==> src/rtl/xillybus_host_pkg.sv <==
// Shared definitions for the Xillybus host-side emulator and the accelerator wrapper benches.
// Latency: n/a (types, constants and a packing helper only).
// Backpressure: n/a.
package xillybus_host_pkg;

  // Batch sequencer states, one-hot so each state is a single flop.
  typedef enum logic [4:0] {
    S_IDLE  = 5'b00001,
    S_OPEN  = 5'b00010,
    S_WRITE = 5'b00100,
    S_READ  = 5'b01000,
    S_CLOSE = 5'b10000
  } state_t;

  localparam int DEF_ELEM_COUNT   = 256;
  localparam int DEF_CLOSE_CYCLES = 4;
  localparam int DEF_TIMEOUT      = 4096;

  // Even element lands in the low half, odd element in the high half.
  function automatic logic [31:0] pack_pair(input logic [15:0] lo, input logic [15:0] hi);
    return {hi, lo};
  endfunction

endpackage

==> src/rtl/xillybus_word_unpacker.sv <==
// Holds one 32-bit read word and presents it as two 16-bit sink elements, low half first.
// Latency: element visible the cycle after load; one element per cycle while snk_ready is high.
// Backpressure: snk_ready low freezes snk_data; the word is released only on the high-half handshake.
module xillybus_word_unpacker (
  input  logic        bus_clk,
  input  logic        bus_rst_n,
  input  logic        load,
  input  logic [31:0] load_data,
  input  logic        flush,
  output logic [15:0] snk_data,
  output logic        snk_valid,
  input  logic        snk_ready,
  output logic        last_hs
);

  logic [31:0] hold;
  logic        hold_valid;
  logic        hi_half;

  assign snk_valid = hold_valid;
  assign snk_data  = hi_half ? hold[31:16] : hold[15:0];
  // Handshake of the high half retires the whole word.
  assign last_hs   = hold_valid && hi_half && snk_ready;

  // Capture a fetched word, then step low half -> high half on each sink handshake; flush drops it.
  always_ff @(posedge bus_clk or negedge bus_rst_n) begin
    if (!bus_rst_n) begin
      hold       <= '0;
      hold_valid <= 1'b0;
      hi_half    <= 1'b0;
    end else if (flush) begin
      hold_valid <= 1'b0;
      hi_half    <= 1'b0;
    end else if (load) begin
      hold       <= load_data;
      hold_valid <= 1'b1;
      hi_half    <= 1'b0;
    end else if (hold_valid && snk_ready) begin
      if (hi_half) begin
        hold_valid <= 1'b0;
        hi_half    <= 1'b0;
      end else begin
        hi_half    <= 1'b1;
      end
    end
  end

endmodule

==> src/rtl/xillybus_host_emu.sv <==
// Host-side Xillybus 32-bit stream-pair emulator: packs a batch of source elements into the write file, unpacks the read file to the sink.
// Latency: start->opens high 1 cycle, opens->src_ready 1 cycle; read data captured 1 cycle after rden.
// Backpressure: full stalls wren with the word held; snk_ready low freezes snk_data and blocks rden; READ aborts after TIMEOUT idle cycles.
module xillybus_host_emu
  import xillybus_host_pkg::*;
#(
  parameter int ELEM_COUNT   = DEF_ELEM_COUNT,
  parameter int CLOSE_CYCLES = DEF_CLOSE_CYCLES,
  parameter int TIMEOUT      = DEF_TIMEOUT
) (
  input  logic        bus_clk,
  input  logic        bus_rst_n,
  input  logic        start,
  output logic        busy,
  output logic        done,
  output logic        timeout,
  input  logic [15:0] src_data,
  input  logic        src_valid,
  output logic        src_ready,
  output logic [15:0] snk_data,
  output logic        snk_valid,
  input  logic        snk_ready,
  output logic        quiesce,
  output logic        user_w_write_32_open,
  output logic        user_w_write_32_wren,
  output logic [31:0] user_w_write_32_data,
  input  logic        user_w_write_32_full,
  output logic        user_r_read_32_open,
  output logic        user_r_read_32_rden,
  input  logic [31:0] user_r_read_32_data,
  input  logic        user_r_read_32_empty
);

  localparam int WORDS = ELEM_COUNT / 2;
  localparam int CW    = $clog2(WORDS + 1);
  localparam int IW    = $clog2(TIMEOUT + 1);
  localparam int KW    = (CLOSE_CYCLES > 1) ? $clog2(CLOSE_CYCLES) : 1;

  localparam logic [CW-1:0] WORDS_C    = CW'(WORDS);
  localparam logic [CW-1:0] WORDS_M1   = CW'(WORDS - 1);
  localparam logic [IW-1:0] TIMEOUT_C  = IW'(TIMEOUT);
  localparam logic [KW-1:0] CLOSE_LAST = KW'(CLOSE_CYCLES - 1);

  generate
    if ((ELEM_COUNT < 2) || ((ELEM_COUNT % 2) != 0)) begin : g_bad_elem_count
      $error("xillybus_host_emu: ELEM_COUNT must be even and >= 2");
    end
    if (CLOSE_CYCLES < 1) begin : g_bad_close_cycles
      $error("xillybus_host_emu: CLOSE_CYCLES must be >= 1");
    end
    if (TIMEOUT < 1) begin : g_bad_timeout
      $error("xillybus_host_emu: TIMEOUT must be >= 1");
    end
  endgenerate

  state_t        state;
  logic          files_open;
  logic [KW-1:0] close_cnt;

  // Packer state
  logic          word_pend;
  logic          elem_odd;
  logic [15:0]   lo_elem;
  logic [31:0]   wr_word;
  logic [CW-1:0] wr_words;

  // Read-side state
  logic          rd_pend;
  logic [CW-1:0] rd_words;
  logic [IW-1:0] idle_cnt;
  logic [IW-1:0] idle_inc;

  logic          start_acc;
  logic          in_write;
  logic          in_read;
  logic          src_fire;
  logic          wr_last;
  logic          rd_last;
  logic          idle_hit;
  logic          last_hs;

  assign in_write  = (state == S_WRITE);
  assign in_read   = (state == S_READ);
  assign start_acc = (state == S_IDLE) && start;

  assign user_w_write_32_open = files_open;
  assign user_r_read_32_open  = files_open;
  assign user_w_write_32_data = wr_word;

  // One pending word at a time: the source is throttled while a packed word waits for the write file.
  assign src_ready            = in_write && !word_pend;
  assign src_fire             = src_ready && src_valid;
  assign user_w_write_32_wren = word_pend && !user_w_write_32_full;
  assign wr_last              = user_w_write_32_wren && (wr_words == WORDS_M1);

  // Standard (non-FWFT) read FIFO: at most one read in flight, and only into an empty hold register.
  assign user_r_read_32_rden = in_read && !user_r_read_32_empty && !rd_pend && !snk_valid
                               && (rd_words != WORDS_C);

  assign idle_inc = (idle_cnt == {IW{1'b1}}) ? idle_cnt : idle_cnt + IW'(1);
  assign idle_hit = in_read && !user_r_read_32_rden && (idle_inc == TIMEOUT_C);
  assign rd_last  = in_read && last_hs && (rd_words == WORDS_C);

  // Batch sequencer: opens, quiesce, busy, done and timeout are all registered here.
  always_ff @(posedge bus_clk or negedge bus_rst_n) begin
    if (!bus_rst_n) begin
      state      <= S_IDLE;
      busy       <= 1'b0;
      done       <= 1'b0;
      timeout    <= 1'b0;
      quiesce    <= 1'b0;
      files_open <= 1'b0;
      close_cnt  <= '0;
    end else begin
      done <= 1'b0;
      case (state)
        S_IDLE: begin
          if (start) begin
            state      <= S_OPEN;
            busy       <= 1'b1;
            timeout    <= 1'b0;
            files_open <= 1'b1;
            close_cnt  <= '0;
          end
        end
        S_OPEN: begin
          state <= S_WRITE;
        end
        S_WRITE: begin
          if (wr_last) begin
            state <= S_READ;
          end
        end
        S_READ: begin
          // An expired idle count wins over a coincident final handshake.
          if (idle_hit || rd_last) begin
            state      <= S_CLOSE;
            files_open <= 1'b0;
            quiesce    <= 1'b1;
            close_cnt  <= '0;
            if (idle_hit) begin
              timeout <= 1'b1;
            end
          end
        end
        S_CLOSE: begin
          if (close_cnt == CLOSE_LAST) begin
            state   <= S_IDLE;
            busy    <= 1'b0;
            done    <= 1'b1;
            quiesce <= 1'b0;
          end else begin
            close_cnt <= close_cnt + KW'(1);
          end
        end
        default: begin
          state      <= S_IDLE;
          busy       <= 1'b0;
          quiesce    <= 1'b0;
          files_open <= 1'b0;
        end
      endcase
    end
  end

  // Packer: pair consecutive source elements into one write word and hold it until the write file takes it.
  always_ff @(posedge bus_clk or negedge bus_rst_n) begin
    if (!bus_rst_n) begin
      word_pend <= 1'b0;
      elem_odd  <= 1'b0;
      lo_elem   <= '0;
      wr_word   <= '0;
      wr_words  <= '0;
    end else if (start_acc) begin
      word_pend <= 1'b0;
      elem_odd  <= 1'b0;
      wr_words  <= '0;
    end else begin
      if (src_fire) begin
        if (elem_odd) begin
          wr_word   <= pack_pair(lo_elem, src_data);
          word_pend <= 1'b1;
        end else begin
          lo_elem <= src_data;
        end
        elem_odd <= !elem_odd;
      end
      if (user_w_write_32_wren) begin
        word_pend <= 1'b0;
        wr_words  <= wr_words + CW'(1);
      end
    end
  end

  // Read side: flag the in-flight read, count fetched words, count READ cycles without a read.
  always_ff @(posedge bus_clk or negedge bus_rst_n) begin
    if (!bus_rst_n) begin
      rd_pend  <= 1'b0;
      rd_words <= '0;
      idle_cnt <= '0;
    end else if (start_acc) begin
      rd_pend  <= 1'b0;
      rd_words <= '0;
      idle_cnt <= '0;
    end else begin
      rd_pend <= user_r_read_32_rden;
      if (user_r_read_32_rden) begin
        rd_words <= rd_words + CW'(1);
      end
      if (in_read) begin
        idle_cnt <= user_r_read_32_rden ? '0 : idle_inc;
      end
    end
  end

  xillybus_word_unpacker u_unpacker (
    .bus_clk   (bus_clk),
    .bus_rst_n (bus_rst_n),
    .load      (rd_pend),
    .load_data (user_r_read_32_data),
    .flush     (idle_hit),
    .snk_data  (snk_data),
    .snk_valid (snk_valid),
    .snk_ready (snk_ready),
    .last_hs   (last_hs)
  );

endmodule
==> config.mk <==
export PLATFORM = sky130hd
export DESIGN_NAME = xillybus_host_emu
export DESIGN_NICKNAME = d
export VERILOG_FILES = /design/src/rtl/xillybus_host_pkg.sv /design/src/rtl/xillybus_word_unpacker.sv /design/src/rtl/xillybus_host_emu.sv
export SDC_FILE = /design/constraint.sdc
export NUM_CORES = 1
export LEC_CHECK = 0
export CAP_MARGIN = 20
export CORE_MARGIN = 8
export CORE_UTILIZATION = 50
export CTS_CLUSTER_SIZE = 10
export DETAILED_ROUTE_END_ITERATION = 10
export GPL_ROUTABILITY_DRIVEN = 0
export PLACE_DENSITY = 0.76
export SLEW_MARGIN = 20
export SYNTH_ARGS = -nofsm -noshare
export SYNTH_HDL_FRONTEND = slang
export SYNTH_SLANG_ARGS = --single-unit
==> constraint.sdc <==
create_clock -name bus_clk -period 7.8 [get_ports bus_clk]
set_input_delay 0.78 -clock bus_clk [delete_from_list [all_inputs] [get_ports bus_clk]]
set_output_delay 0.78 -clock bus_clk [all_outputs]
set_load 0.1 [all_outputs]
==> flow_summary.toml <==
[run_status]
status = "completed"

[power]
p_total_mw = 1.88
leakage_nw = 3.59
vdd_drop_max_uv = 197
power_density_nw_per_um2 = 246

[floorplan]
core_area_um2 = 11400
start_util_pct = 51.2
io_pins = 113
die_w_um = 124
die_h_um = 124
rows = 39
die-area_um2 = 15400

[worst_setup_path]
crit_chain = "clkdlybuf4s50_1 > nor3_1 > o41ai_4 > nor2_1 > clkdlybuf4s50_1"
crit_fanout = 7
worst_path_largest_cell_delay_ps = 1230
slowest_stage = "clkdlybuf4s50_1"
worst_setup_path_end_kind = "primary output"
path_class = "in2out"
timing.rr.start = "idle_cnt[0]"
r2r_setup_slack_ps = 4050
r2r-end = "u_unpacker.hold[1]"
arrival_ps = 3430
path_common_cell = "clkdlybuf4s50_1"
ff2ff_path_depth = 8
cp.required_ps = 7020
start_kind = "input pin"

[yosys]
ys_seq_elements = 126
synth_top_area_share_pct = 53.5
synth_common_cells = "dfrtp_1 (125), mux2_2 (67), nor2_1 (40)"
synth_edf_count = 0
syn_nets = 528
synthArstFlopShare_pct = 100
synth_warnings = 0
yosysTopAreaCell = "dfrtp_1"
netlist_instances = 468
avgSynthCellArea_um2 = 12.5
synth_flop_cell = "dfrtp_1"
syn_area_um2 = 5840
yosysMostFrequentCell = "dfrtp_1"
synthTopCellsByArea = "dfrtp_1 (54%), mux2_2 (13%), mux2_4 (7.7%)"
yosys.cell_types.count = 52
ys_seq_area_share_pct = 54.0

[sta]
timing.slew.headroom_pct = 27.0
maxSlewViolCount = 0
max_freq_mhz = 238
finalCritPeriodShare_pct = 53.9
whs_ps = 476
hold_violations = 0
setup_viol = 0
rsz0062_at_grt = "false"
skew_ps = 10.1
fin_setup_tns_ps = 0
worst_slew_pin_slew_ps = 1090
min_period_ps = 4210
setup_ws_ps = 3590

[finish]
final_util_pct = 66.9
synthToLayoutAreaGrowth_pct = 30.7
fin_nets = 639
drive_above_1_share_pct = 23.5
antenna_cells = 0

[route]
drc_errors = 0
wl_um = 12800
ant_nets = 0
drt_iter0_drc = 255
vias = 4000
vias_per_cell = 5.44
avgRoutedWirePerCell_um = 17.4
first_pass_iters = 4

[job]
maxCapViolations = 0

[placement]
portBuffers = 112
place_ws_ps = 3600
dpl.hpwl_um = 8830

[global_route]
grt-ovfl-total = 0
grt_pass1_vias = 4186
antenna_found_initial = 0
grt_pass1_wl_um = 21300
grt_max_degree = 71
grt_use_total_pct = 17.9

[cts]
clkLatencyLatePin_ps = 410
cts_setup_buffers = 0
cts_tree = "yes"
ctsResizeCount = 0
clock_path_buffers = 2
cts_root_buf = "clkbuf_16"
cts-hold-fix-buffers = 0
htree_levels = 4
cts.reportedPaths.clkPinSlew_ps = 60
cts_buffers = 17
cts.sinks = 126

[min_path]
hold_path_class = "in2async"
[registers in the layout, summed over array words and instances (netlist names), 2 cells and up]
register / flops
u_unpacker.hold: 32
user_w_write_32_data: 32
lo_elem: 16
idle_cnt: 13
rd_words: 8
wr_words: 8
state: 5
close_cnt: 2
[logic make-up after synthesis]
logic type,Yosys count,share of synthesized area (%)
compound gates,70,7.86
xor+xnor,15,2.25
fa+ha+maj,5,1.07
buf+inv,31,3.15
flops,126,54.0
mux,99,21.0
simple gates,122,10.7
[how the worst max path moves through the flow]
| stage | start | end | slack, ps | cells past startpoint |
|---|---|---|---|---|
| 3_5_place_dp | user_r_read_32_empty | user_r_read_32_rden | 3600 | 5 |
| 5_1_grt | user_r_read_32_empty | user_r_read_32_rden | 3440 | 5 |
| 6_report | user_r_read_32_empty | user_r_read_32_rden | 3590 | 5 |
| 2_1_floorplan | state[1] | lo_elem[0] | 4090 | 8 |
| 4_1_cts | user_r_read_32_empty | user_r_read_32_rden | 3580 | 5 |
| 3_3_place_gp | user_r_read_32_empty | user_r_read_32_rden | 3640 | 5 |
[layout by cell type (no fill, tap or decap), types with 3 or more instances in the layout]
cell type / instances
a31oi_1: 6
buf_4: 4
and3_1: 10
bufinv_16: 4
nor2_1: 40
o211ai_1: 3
xnor2_1: 5
nor3_1: 6
mux2_4: 30
and4_1: 5
xor2_1: 10
a21oi_1: 14
dfrtp_1: 125
ha_1: 5
a22o_1: 4
nand3_1: 14
nand2b_1: 4
or3_1: 4
inv_1: 8
nor4_1: 4
a211oi_1: 3
mux2_2: 67
o21ai_0: 27
clkinv_2: 4
nand2_1: 18
clkbuf_16: 17
nand4_1: 4
clkdlybuf4s50_1: 111
[area by class of cell]
class	instances	area, µm²
fill	849	3780
sequential	126	3150
clock inverter	11	164
timing repair buffer	115	1140
multi-input combinational	311	2510
inverter	8	30.0
clock buffer	21	460
tap	143	179
[power by group]
part | switching, mW | total [mW] | internal, mW
clock | 0.278 | 0.828 | 0.549
combinational | 0.196 | 0.305 | 0.109
sequential | 0.0365 | 0.746 | 0.710
[critical path: cells and delay by family]
family / cells / cell delay, ps
compound gates: 1 / 200
buf+inv: 2 / 1640
simple gates: 2 / 800
[metrics by stage]
stage,instances,cell area [µm²]
after floorplan,468,5840
after global placement,703,7010
after detailed placement,703,7010
after CTS,735,7630
after global routing,735,7630
final,735,7630
[routing by layer]
metal | GRT usage [%] | vias to the layer above | part of all wire (%)
li1 | - | 1903 | -
met3 | 7.98 | 12 | 8.8
met5 | 0 | - | 0
met4 | 6.62 | 0 | 0.87
met2 | 28.1 | 103 | 48
met1 | 21.3 | 1982 | 42
(Power assumes the default switching activity.)
